## config.mk

```make
export PLATFORM = sky130hd
export DESIGN_NAME = ctrl_pipe_flat
export DESIGN_NICKNAME = d
export VERILOG_FILES = /design/src/rtl/ctrl_pipe_if.sv /design/src/rtl/ctrl_pipe.sv /design/src/flat_wrapper.sv
export SDC_FILE = /design/constraint.sdc
export NUM_CORES = 1
export LEC_CHECK = 0
export ABC_AREA = 1
export CAP_MARGIN = 0
export CORE_ASPECT_RATIO = 1.1
export CORE_UTILIZATION = 50
export CTS_BUF_LIST = sky130_fd_sc_hd__clkbuf_4 sky130_fd_sc_hd__clkbuf_8 sky130_fd_sc_hd__clkbuf_16
export DETAILED_ROUTE_END_ITERATION = 7
export PLACE_DENSITY_LB_ADDON = 0.1
export SLEW_MARGIN = 20
export SYNTH_ARGS = -nofsm -noshare
export SYNTH_HDL_FRONTEND = slang
export SYNTH_SLANG_ARGS = --single-unit
```

## constraint.sdc

```tcl
create_clock -name clk -period 7.52 [get_ports clk]
set_clock_uncertainty 0.15 [all_clocks]
set_input_delay 1.128 -clock clk [delete_from_list [all_inputs] [get_ports clk]]
set_output_delay 1.128 -clock clk [all_outputs]
set_load 0.1 [all_outputs]
```

## src/rtl/ctrl_pipe_if.sv

```systemverilog
// ctrl_pipe_if -- bundle of the decode-side inputs and pipeline-side outputs
// of ctrl_pipe.
//   ctrl_d / valid_d : decode-stage control field and its valid
//   stall / flush    : per-stage hold and clear requests (bit k-1 = stage k)
//   ctrl_q / valid_q : registered stage fields (stage k at [k*W-1:(k-1)*W])
//   md_stall         : upstream hold while a multicycle op occupies stage 1
//   md_busy          : multicycle sequencer is busy
// master = the side that drives decode/stall/flush, slave = ctrl_pipe.
`timescale 1ns/1ps
interface ctrl_pipe_if #(
  parameter int W      = 16,
  parameter int STAGES = 4
);
  logic [W-1:0]        ctrl_d;
  logic                valid_d;
  logic [STAGES-1:0]   stall;
  logic [STAGES-1:0]   flush;
  logic [STAGES*W-1:0] ctrl_q;
  logic [STAGES-1:0]   valid_q;
  logic                md_stall;
  logic                md_busy;

  modport master (
    output ctrl_d, valid_d, stall, flush,
    input  ctrl_q, valid_q, md_stall, md_busy
  );

  modport slave (
    input  ctrl_d, valid_d, stall, flush,
    output ctrl_q, valid_q, md_stall, md_busy
  );
endinterface

```

## src/rtl/ctrl_pipe.sv

```systemverilog
// ctrl_pipe -- STAGES-deep control-field pipeline with per-stage stall and
// flush, automatic bubble insertion below a held stage, and a small sequencer
// that keeps a multicycle (mul/div) entry in stage 1 for MD_CYCLES cycles.
// Ports:
//   clk  : rising-edge clock
//   rst  : asynchronous active-high reset
//   bus  : ctrl_pipe_if.slave (decode input, stall/flush, stage outputs,
//          md_stall / md_busy)
`timescale 1ns/1ps
module ctrl_pipe #(
  parameter int             W         = 16,
  parameter int             STAGES    = 4,
  parameter logic [W-1:0]   CLR_MASK  = {W{1'b1}},
  parameter int             MD_BIT    = 0,
  parameter int             MD_CYCLES = 32
) (
  input  logic       clk,
  input  logic       rst,
  ctrl_pipe_if.slave bus
);
  localparam int            CW       = $clog2(MD_CYCLES);
  localparam logic [CW-1:0] CNT_LOAD = CW'(MD_CYCLES - 1);

  typedef enum logic {IDLE = 1'b0, BUSY = 1'b1} mdState_t;

  mdState_t                 stateReg, stateNext;
  logic [CW-1:0]            cntReg, cntNext;
  logic                     mdStall;
  logic                     mdLoad;
  logic [STAGES-1:0]        holdVec;
  logic [STAGES-1:0][W-1:0] fieldReg, fieldNext;
  logic [STAGES-1:0]        validReg, validNext;

  // The last sequencer cycle (cnt==0) releases the hold so the multicycle
  // entry leaves stage 1 on that edge.
  assign mdStall = (stateReg == BUSY) && (cntReg != '0);
  assign holdVec = bus.stall | {{(STAGES-1){1'b0}}, mdStall};

  // Stage 1 takes a real multicycle instruction from decode this edge.
  assign mdLoad = !bus.flush[0] && !holdVec[0] && bus.valid_d && bus.ctrl_d[MD_BIT];

  for (genvar gi = 0; gi < STAGES; gi++) begin : g_stage
    logic [W-1:0] srcField;
    logic [W-1:0] baseField;
    logic         srcValid;
    logic         upHold;
    logic         clrField;

    if (gi == 0) begin : g_head
      assign srcField = bus.ctrl_d;
      assign srcValid = bus.valid_d;
      assign upHold   = 1'b0;
    end else begin : g_tail
      assign srcField = fieldReg[gi-1];
      assign srcValid = validReg[gi-1];
      assign upHold   = holdVec[gi-1];
    end

    // Unmasked bits follow the source unless this stage is held; flush and
    // the bubble below a held stage both zero the CLR_MASK bits and valid.
    assign baseField      = holdVec[gi] ? fieldReg[gi] : srcField;
    assign clrField       = bus.flush[gi] || (!holdVec[gi] && upHold);
    assign fieldNext[gi]  = clrField ? (baseField & ~CLR_MASK) : baseField;
    assign validNext[gi]  = clrField ? 1'b0 : (holdVec[gi] ? validReg[gi] : srcValid);
  end

  always_comb begin
    stateNext = stateReg;
    cntNext   = cntReg;
    case (stateReg)
      IDLE: begin
        if (mdLoad) begin
          stateNext = BUSY;
          cntNext   = CNT_LOAD;
        end
      end
      BUSY: begin
        // Counting ignores stall[0]; a flush of stage 1 aborts the op.
        if (bus.flush[0]) begin
          stateNext = IDLE;
          cntNext   = '0;
        end else if (cntReg != '0) begin
          cntNext = cntReg - CW'(1);
        end else if (mdLoad) begin
          cntNext = CNT_LOAD;
        end else begin
          stateNext = IDLE;
        end
      end
      default: begin
        stateNext = IDLE;
        cntNext   = '0;
      end
    endcase
  end

  always_ff @(posedge clk or posedge rst) begin
    if (rst) begin
      fieldReg <= '0;
      validReg <= '0;
      stateReg <= IDLE;
      cntReg   <= '0;
    end else begin
      fieldReg <= fieldNext;
      validReg <= validNext;
      stateReg <= stateNext;
      cntReg   <= cntNext;
    end
  end

  assign bus.ctrl_q   = fieldReg;
  assign bus.valid_q  = validReg;
  assign bus.md_stall = mdStall;
  assign bus.md_busy  = (stateReg == BUSY);
endmodule

```

## src/flat_wrapper.sv

```systemverilog
// flat-port wrapper written by rule: the top's interface ports become plain ports
module ctrl_pipe_flat 
#(
  parameter int             W         = 16,
  parameter int             STAGES    = 4,
  parameter logic [W-1:0]   CLR_MASK  = {W{1'b1}},
  parameter int             MD_BIT    = 0,
  parameter int             MD_CYCLES = 32
)
  (clk, rst, bus_ctrl_d, bus_valid_d, bus_stall, bus_flush, bus_ctrl_q, bus_valid_q, bus_md_stall, bus_md_busy);
  ctrl_pipe_if #(.W(W), .STAGES(STAGES)) bus_i ();
  input  logic clk;
  input  logic rst;
  input wire logic [$bits(bus_i.ctrl_d)-1:0] bus_ctrl_d;
  input wire logic [$bits(bus_i.valid_d)-1:0] bus_valid_d;
  input wire logic [$bits(bus_i.stall)-1:0] bus_stall;
  input wire logic [$bits(bus_i.flush)-1:0] bus_flush;
  output wire logic [$bits(bus_i.ctrl_q)-1:0] bus_ctrl_q;
  output wire logic [$bits(bus_i.valid_q)-1:0] bus_valid_q;
  output wire logic [$bits(bus_i.md_stall)-1:0] bus_md_stall;
  output wire logic [$bits(bus_i.md_busy)-1:0] bus_md_busy;
  assign bus_i.ctrl_d = bus_ctrl_d;
  assign bus_i.valid_d = bus_valid_d;
  assign bus_i.stall = bus_stall;
  assign bus_i.flush = bus_flush;
  assign bus_ctrl_q = bus_i.ctrl_q;
  assign bus_valid_q = bus_i.valid_q;
  assign bus_md_stall = bus_i.md_stall;
  assign bus_md_busy = bus_i.md_busy;
  ctrl_pipe #(.W(W), .STAGES(STAGES), .CLR_MASK(CLR_MASK), .MD_BIT(MD_BIT), .MD_CYCLES(MD_CYCLES)) u_core (.clk(clk), .rst(rst), .bus(bus_i));
endmodule
```

=== Yosys cells after proc, flatten, opt, wreduce, memory -nomap -nowiden ===
Index checks and enable logic that the tools add are counted.

* Register bits: 74
* Bits of input ports: 27
* Logic and storage cells: 57

* Add/subtract/negate cells: 1
* Equal/unequal tests: 4
* Muxes and demuxes: 24
* Bitwise logic cells: 2
* Reductions and logical operators: 16

{| class="wikitable"
|+ Operator list
! operator !! count
|-
| two-way mux 16 bit || 8
|-
| two-way mux 5 bit || 3
|-
| two-way mux 1 bit || 11
|-
| one-hot mux 5 bit (2 select lines) || 1
|-
| inequality test 2 bit (second input constant) || 4
|-
| logical AND 1 bit || 7
|-
| logical NOT 1 bit || 5
|-
| nonzero test 5 bit || 1
|-
| subtractor 5 x 1 -> 5 bit (second input constant) || 1
|-
| OR 4 x 1 -> 4 bit || 1
|-
| logical OR 1 bit || 3
|-
| one-hot mux 1 bit (2 select lines) || 1
|-
| inverter 1 bit || 1
|}

=== Longest topological paths before layout ===
Gate-level depths: netlist of run 1.

* Depth after elaboration: 11
* Mapped depth: 12

=== Worst setup path before layout of run 1 ===
No wires, ideal clock.

* Path kind: register to output
* Start: register u_core.stateReg (netlist: u_core.bus.md_busy)
* End: output port bus_md_stall
* Data arrival time: 1838 ps
* Path slack: 4404 ps
* Cell stages (with the launch flop): 3
* Cells stage by stage: dfrtp_1 > nand2_8 > inv_1

* Cells in the longest elaborated chain, start to end: 1

{| class="wikitable"
|+ RTL lines
! item !! line !! text
|-
| from (decl) || ctrl_pipe.sv:26 || <nowiki>mdState_t stateReg, stateNext;</nowiki>
|-
| from (signal assigned) || ctrl_pipe.sv:106 || <nowiki>stateReg <= stateNext;</nowiki>
|-
| logical AND 1 bit || ctrl_pipe.sv:36 || <nowiki>assign mdStall = (stateReg == BUSY) && (cntReg != '0);</nowiki>
|-
| to (decl) || flat_wrapper.sv:20 || <nowiki>output wire logic [$bits(bus_i.md_stall)-1:0] bus_md_stall;</nowiki>
|}

No other way between the ends.

=== Worst setup path in the final report of run 1 ===
* Start: register u_core.cntReg[0]
* End: output port bus_md_stall

* Cells in the longest elaborated chain, start to end: 2

{| class="wikitable"
|+ RTL lines
! item !! line !! text
|-
| from (decl) || ctrl_pipe.sv:27 || <nowiki>logic [CW-1:0] cntReg, cntNext;</nowiki>
|-
| from (signal assigned) || ctrl_pipe.sv:107 || <nowiki>cntReg <= cntNext;</nowiki>
|-
| nonzero test 5 bit || ctrl_pipe.sv:36 ||
|-
| logical AND 1 bit || ctrl_pipe.sv:36 ||
|}

No other way between the ends.

==> results of run 1 <==
## layer usage
metal / wire length, µm / track usage, % / up-vias
li1: - / - / 1370
met1: 3180 / 28.2 / 1216
met2: 3090 / 31.9 / 85
met3: 384 / 4.29 / 9
met4: 121 / 9.75 / 0
met5: 0 / 0 / -
## worst min path at each step
stage	start	to	slack (ps)	cells past startpoint
2_1_floorplan	u_core.cntReg[1]	u_core.cntReg[1]	380	4
3_3_place_gp	u_core.bus.ctrl_q[58]	u_core.bus.ctrl_q[58]	330	2
3_5_place_dp	u_core.bus.ctrl_q[59]	u_core.bus.ctrl_q[59]	340	2
4_1_cts	u_core.bus.ctrl_q[56]	u_core.bus.ctrl_q[56]	360	2
5_1_grt	u_core.bus.ctrl_q[59]	u_core.bus.ctrl_q[59]	380	2
6_report	u_core.bus.ctrl_q[59]	u_core.bus.ctrl_q[59]	350	2
## layout make-up
type	instances	share of cell area [%]
Tap cell	80	2.25
Timing Repair Buffer	97	21.7
Clock buffer	12	3.71
Clock inverter	2	0.281
Sequential cell	74	41.6
Inverter	37	3.12
Multi-Input combinational cell	233	27.3
## per-stage QoR
stage / hold WS (ps) / total power [W] / utilization (%) / worst slack, ps / instance area (µm²)
floorplan: 385 / 0.000781 / - / 4360 / 3300
global placement: 332 / 0.000864 / 68.1 / 3840 / 4270
detailed placement: 340 / 0.000869 / 68.1 / 3720 / 4270
CTS: 357 / 0.00115 / 70.9 / 3690 / 4450
global route: 377 / 0.00119 / 71.0 / 3590 / 4450
finish: 351 / 0.00114 / 71.0 / 3700 / 4450
## tightest hold or removal path: stages, from the launching register on
cell and delay (ps):
sky130_fd_sc_hd__dfrtp_1 340, sky130_fd_sc_hd__nand3_1 70, sky130_fd_sc_hd__nand2_1 50
## where the power goes
| part | switching, W | internal [W] |
|---|---|---|
| Sequential | 0.0000322 | 0.000432 |
| Combinational | 0.000296 | 0.000102 |
| Clock | 0.000132 | 0.000143 |
| Total | 0.000461 | 0.000676 |
## registers in the layout, summed over array words and instances, names as in the netlist
register and cells:
u_core.g_stage.srcField 48, u_core.bus.ctrl_q 16, u_core.cntReg 5, u_core.bus.valid_q 4, u_core.bus.md_busy 1
## cells by family after synthesis
logic type      count (synthesis)  synth area share (%)
xor+xnor                        1                 0.265
buf+inv                        55                  7.28
simple gates                  206                  31.4
flops                          74                  56.1
compound gates                 24                  4.21
fa+ha+maj                       2                 0.758
## cells in the final DEF (no fill, tap or decap), drive strengths merged
cell           instances
clkdlybuf4s50         96
xnor2                  1
clkinv                 1
clkinvlp               1
o21ai                 18
nand3                110
a211oi                 1
nor2                   8
nor3                   1
a31oi                  1
a21oi                  4
ha                     2
clkbuf                12
inv                   37
dfrtp                 74
nand2                 87
buf                    1
==> run summary, run 1 <==
=======================================================================================
Average footprint of a synthesized cell                                        9.12 µm²
Sequential cell area fraction in the yosys report                                 56.1%
Leak Pwr                                                                        2.23 nW
Maximum clock frequency                                                       0.262 GHz
Maximum number of buffers from clock root to sink                                     2
Yosys warns                                                                           0
Unrepaired setup endpoints after global routing                                      no
Max-slew violation count                                                              0
Final Hold Viols                                                                      0
Area of combinational cells with multiple inputs                               1220 µm²
Filler cell count in the final layout                                               505
Clock latency of the later-clocked register in the worst-skew pair               330 ps
Number of violations reported at the end of detailed-routing iteration 0            144
Via count of the first global-routing pass                                        2,381
Core area                                                                      6270 µm²
Clock Pin Slew Worst Setup and Hold Paths                                         70 ps
Post-CTS Repair Setup Buffers                                                         0
Required time of the critical path                                              6240 ps
Critical path peak fanout                                                             9
DR pass1 iterations                                                                   4
Ratio of routed vias to standard cells                                             5.01
Biggest area contributors in the synthesized netlist                       sky130_fd_sc_hd__dfrtp_1 (56%), sky130_fd_sc_hd__nand3_1 (15%), sky130_fd_sc_hd__nand2_1 (9.6%)
Total Nets Final                                                                    481
Power density of the placed cells                                            255 nW/µm²
Crit path launch                                                           u_core.cntReg[0]
Synth Flop Type                                                            sky130_fd_sc_hd__dfrtp_1
Buffers & Inverters on Critical Path                                                  4
Number of antenna diodes                                                              0
Die boundary height                                                             87.2 µm
Worst setup SP type                                                                flop
Number of vias in the routed layout                                               2,680
Number of standard cells after synthesis                                            362
WL final                                                                        6770 µm
Ratio of final minimum period to clock period                                     50.7%
Fin cells                                                                           535
Critical path depth in cells                                                          8
Area taken by flip-flops and latches                                           1850 µm²
Largest net degree at the start of global routing                                    75
Die footprint                                                                  6930 µm²
Count of different cell masters after synthesis                                      26
Initial standard-cell utilization of the core                                     52.7%
Clock sinks                                                                          74
Area delta synth->final                                                           34.9%
Cell seen most often among critical-path stages                            sky130_fd_sc_hd__inv_1
Origin of the critical flop-to-flop path                                   u_core.cntReg[0]
Setup TNS                                                                          0 ps
CTS tree                                                                           done
Cells after DPL                                                                     521
Synth async-reset ratio                                                            100%
Die outline width                                                               79.5 µm
CTS resizes                                                                           0
FP Rows                                                                              30
I/O Buffers                                                                          96
DP Wirelength                                                                   4810 µm
Critical path type                                                           reg -> out
Worst reg-to-reg setup slack                                                    5650 ps
Worst min path class                                                         reg -> reg
Cell with the most instances after synthesis                               sky130_fd_sc_hd__nand3_1
Slew at the pin with the worst max-slew slack                                    991 ps
GRT Overall Usage                                                                 20.7%
Post-synthesis instance area                                                   3300 µm²
Cell types with the highest counts after synthesis                         sky130_fd_sc_hd__nand3_1 (98), sky130_fd_sc_hd__nand2_1 (84), sky130_fd_sc_hd__dfrtp_1 (74), sky130_fd_sc_hd__inv_1 (33), sky130_fd_sc_hd__o21ai_0 (18)
Critical path's largest stage delay                                             1140 ps
Worst slew slack as a fraction of its limit                                       33.7%
Destination of the critical timing path                                    bus_md_stall
CTS HTree Levels                                                                      3
Max stage delay cell, worst path                                           sky130_fd_sc_hd__clkdlybuf4s50_1
Post-route minimum period                                                       3820 ps
Average routed wire per standard cell                                           12.7 µm
Share of Yosys cell area claimed by the top area cell type                        56.1%
Net count after synthesis                                                           391
Number of enable-type register cells in the synthesized netlist                       0
Initial antenna violation count                                                       0
Dominant cell type by area after synthesis                                 sky130_fd_sc_hd__dfrtp_1
Kind of cell adding the most delay to the critical path                    buffers and inverters
Total grt overflow                                                                    0
Post-CTS Hold Fix Bufs                                                                0
Kind of end point of the critical path                                     primary output
Max-Cap Viols                                                                         0
Count of unresolved DRC violations after routing                                      0
Global-route wire length before repair                                        11,100 µm
Io pins                                                                              97
Share of cells above drive strength 1                                             8.79%
Endpoint of the worst register-to-register path                            u_core.bus.valid_q[1]
Root buffer selected by CTS                                                sky130_fd_sc_hd__clkbuf_8
Number of register bits inferred by synthesis                                        74
Worst endpoint data arrival time                                                2540 ps
Number of cells traversed by the worst register-to-register path                     10
Final number of setup-violating endpoints                                             0
Gp weighted congestion                                                            0.741
IR Drop Worst-Case VDD                                                         0.260 mV
Outcome                                                                    complete, no violations
Post-route antenna net violation count                                                0
Cells along the critical path                                              inv_1, ha_1, inv_1, nor2_1, nand2_2, nand2_8, inv_1, clkdlybuf4s50_1
Total clock buffers created by CTS                                                    9
=======================================================================================
(Power assumes the default switching activity.)
==> run 2: changes to the inputs <==
- CORE_UTILIZATION: 50 -> 47
- clock period: 7.52 -> 3.55 ns (I/O delays scaled with it)
==> run 2 against run 1 <==
Routed wire length up 5.4%. First-iteration DRC count up 1.4%. Cell area up 0.53%. Largest power group unchanged.
==> run summary, run 2 (synthesized netlist as in run 1, its figures left out) <==
=======================================================================================
Clock latency of the later-clocked register in the worst-skew pair               340 ps   was 330 ps
Worst endpoint data arrival time                                                1900 ps   was 2540 ps
Die footprint                                                                  7360 µm²   was 6930 µm²
Io pins                                                                              97   unchanged
CTS HTree Levels                                                                      3   unchanged
Total Nets Final                                                                    484   was 481
Post-CTS Hold Fix Bufs                                                                0   unchanged
Critical path peak fanout                                                             3   was 9
WL final                                                                        7130 µm   was 6770 µm
Cells after DPL                                                                     526   was 521
Crit path launch                                                           u_core.g_stage[2].srcField[9]   was u_core.cntReg[0]
Clock sinks                                                                          74   unchanged
Core area                                                                      6670 µm²   was 6270 µm²
Post-route antenna net violation count                                                0   unchanged
Gp weighted congestion                                                            0.838   was 0.741
Power density of the placed cells                                            549 nW/µm²   was 255 nW/µm²
Cells along the critical path                                              clkdlybuf4s50_1   was inv_1, ha_1, inv_1, nor2_1, nand2_2, nand2_8, inv_1, clkdlybuf4s50_1
Worst setup SP type                                                                flop   unchanged
Critical path depth in cells                                                          1   was 8
Number of violations reported at the end of detailed-routing iteration 0            146   was 144
Total grt overflow                                                                    0   unchanged
Area delta synth->final                                                           35.6%   was 34.9%
Commonest non-fill, non-tap cells in the layout                            sky130_fd_sc_hd__nand3_1 (98), sky130_fd_sc_hd__clkdlybuf4s50_1 (94), sky130_fd_sc_hd__nand2_1 (84), sky130_fd_sc_hd__dfrtp_1 (74), sky130_fd_sc_hd__inv_1 (32)   was sky130_fd_sc_hd__nand3_1 (98), sky130_fd_sc_hd__clkdlybuf4s50_1 (96), sky130_fd_sc_hd__nand2_1 (84), sky130_fd_sc_hd__dfrtp_1 (74), sky130_fd_sc_hd__inv_1 (32)
Share of cells above drive strength 1                                             10.2%   was 8.79%
Unrepaired setup endpoints after global routing                                      no   unchanged
DR pass1 iterations                                                                   4   unchanged
Ratio of routed vias to standard cells                                             5.03   was 5.01
Kind of cell adding the most delay to the critical path                    buffers and inverters   unchanged
Max-slew violation count                                                              0   unchanged
Destination of the critical timing path                                    bus_ctrl_q[25]   was bus_md_stall
Setup TNS                                                                          0 ps   unchanged
CTS tree                                                                           done   unchanged
Required time of the critical path                                              2870 ps   was 6240 ps
CTS resizes                                                                           0   unchanged
Number of flip-flops under the largest register name                                 48   unchanged
Initial antenna violation count                                                       0   unchanged
Outcome                                                                    complete, no violations   unchanged
Worst slew slack as a fraction of its limit                                       33.3%   was 33.7%
Average routed wire per standard cell                                           13.2 µm   was 12.7 µm
Number of vias in the routed layout                                               2,725   was 2,680
GRT Overall Usage                                                                 20.9%   was 20.7%
Root buffer selected by CTS                                                sky130_fd_sc_hd__clkbuf_8   unchanged
Origin of the critical flop-to-flop path                                   u_core.cntReg[0]   unchanged
Finished layout cell area                                                      4480 µm²   was 4450 µm²
Final Hold Viols                                                                      0   unchanged
Max stage delay cell, worst path                                           sky130_fd_sc_hd__clkdlybuf4s50_1   unchanged
I/O Buffers                                                                          96   unchanged
Final number of setup-violating endpoints                                             0   unchanged
Endpoint of the worst register-to-register path                            u_core.cntReg[0]   was u_core.bus.valid_q[1]
Ratio of final minimum period to clock period                                     72.7%
Filler cell count in the final layout                                               569   was 505
Worst min path class                                                         reg -> reg   unchanged
Number of cells traversed by the worst register-to-register path                     12   was 10
Post-layout utilization of the core                                               67.1%   was 71.0%
Initial standard-cell utilization of the core                                     49.5%   was 52.7%
Die outline width                                                               81.9 µm   was 79.5 µm
FP Rows                                                                              31   was 30
DP Wirelength                                                                   5250 µm   was 4810 µm
Kind of end point of the critical path                                     primary output   unchanged
Critical path's largest stage delay                                             1170 ps   was 1140 ps
Fin cells                                                                           542   was 535
Post-CTS Repair Setup Buffers                                                         0   unchanged
Maximum clock frequency                                                       0.387 GHz
Clock Pin Slew Worst Setup and Hold Paths                                         70 ps   about the same
Post-route minimum period                                                       2580 ps
Number of antenna diodes                                                              0   unchanged
Via count of the first global-routing pass                                        2,541   was 2,381
Maximum number of buffers from clock root to sink                                     2   unchanged
Critical path type                                                           reg -> out   unchanged
Area post-placement                                                            4290 µm²   was 4270 µm²
Slew at the pin with the worst max-slew slack                                    997 ps   was 991 ps
Leak Pwr                                                                        2.26 nW   was 2.23 nW
Worst reg-to-reg setup slack                                                    1670 ps   was 5650 ps
Most common library cell in the layout ignoring fill and taps              sky130_fd_sc_hd__nand3_1   unchanged
Die boundary height                                                             89.9 µm   was 87.2 µm
IR Drop Worst-Case VDD                                                         0.487 mV   was 0.260 mV
Buffers & Inverters on Critical Path                                                  1   was 4
Largest net degree at the start of global routing                                    38   was 75
Global-route wire length before repair                                        12,000 µm   was 11,100 µm
Total clock buffers created by CTS                                                    9   unchanged
Max-Cap Viols                                                                         0   unchanged
Count of unresolved DRC violations after routing                                      0   unchanged
=======================================================================================
[run 2: changes by cell type in the layout (fill, tap and decap cells not counted), moves of 2 or more]
cell / previous run / this run
sky130_fd_sc_hd__clkinv_2: 1 / 4
sky130_fd_sc_hd__clkdlybuf4s50_1: 96 / 94
sky130_fd_sc_hd__clkbuf_8: 12 / 9
sky130_fd_sc_hd__buf_4: 1 / 6
[run 2: routing by layer]
metal	vias up	GRT usage [%]	routed length [µm]
met5	-	0	0
met1	1265	28.2	3320
li1	1377	-	-
met4	0	7.46	83
met2	75	33.1	3340
met3	8	4.06	388
[run 2: cell type report]
| class | instances | area, µm² | share of cell area [%] |
|---|---|---|---|
| Clock inverter | 6 | 57.6 | 1.29 |
| Tap cell | 82 | 103 | 2.29 |
| Clock buffer | 10 | 131 | 2.93 |
| Multi-Input combinational cell | 233 | 1210 | 27.0 |
| Sequential cell | 74 | 1850 | 41.4 |
| Timing Repair Buffer | 100 | 986 | 22.0 |
| Inverter | 37 | 139 | 3.10 |
[run 2: power breakdown]
group          internal, W  switching (W)  total (W)  leakage [nW]
clock network     0.000327       0.000298   0.000625        0.0992
logic             0.000215       0.000633   0.000848          1.14
registers         0.000914      0.0000697   0.000984          1.01
total              0.00146        0.00100    0.00246          2.26
[run 2: worst min-delay path by stage]
| stage | start | end | slack (ps) | cells past startpoint |
|---|---|---|---|---|
| floorplan | u_core.cntReg[1] | u_core.cntReg[1] | 380 | 4 |
| global placement | u_core.bus.ctrl_q[58] | u_core.bus.ctrl_q[58] | 330 | 2 |
| detailed placement | u_core.bus.ctrl_q[55] | u_core.bus.ctrl_q[55] | 340 | 2 |
| CTS | u_core.bus.ctrl_q[55] | u_core.bus.ctrl_q[55] | 350 | 2 |
| global route | u_core.bus.ctrl_q[55] | u_core.bus.ctrl_q[55] | 380 | 2 |
| finish | u_core.bus.ctrl_q[55] | u_core.bus.ctrl_q[55] | 350 | 2 |
[run 2: through the flow]
stage               power [W]  hold slack, ps  setup slack [ps]
floorplan             0.00166             385               986
global placement      0.00184             331               973
detailed placement    0.00185             337               819
CTS                   0.00247             354               951
global route          0.00257             377               907
finish                0.00246             351               969
[run 2: worst register-to-register path, delay by kind of cell (launching register included)]
family                   cells  cell delay [ps]
flip-flops                   1              360
buffers and inverters        3              210
AND/OR/NAND/NOR              8              910
adder cells (fa/ha/maj)      1              180
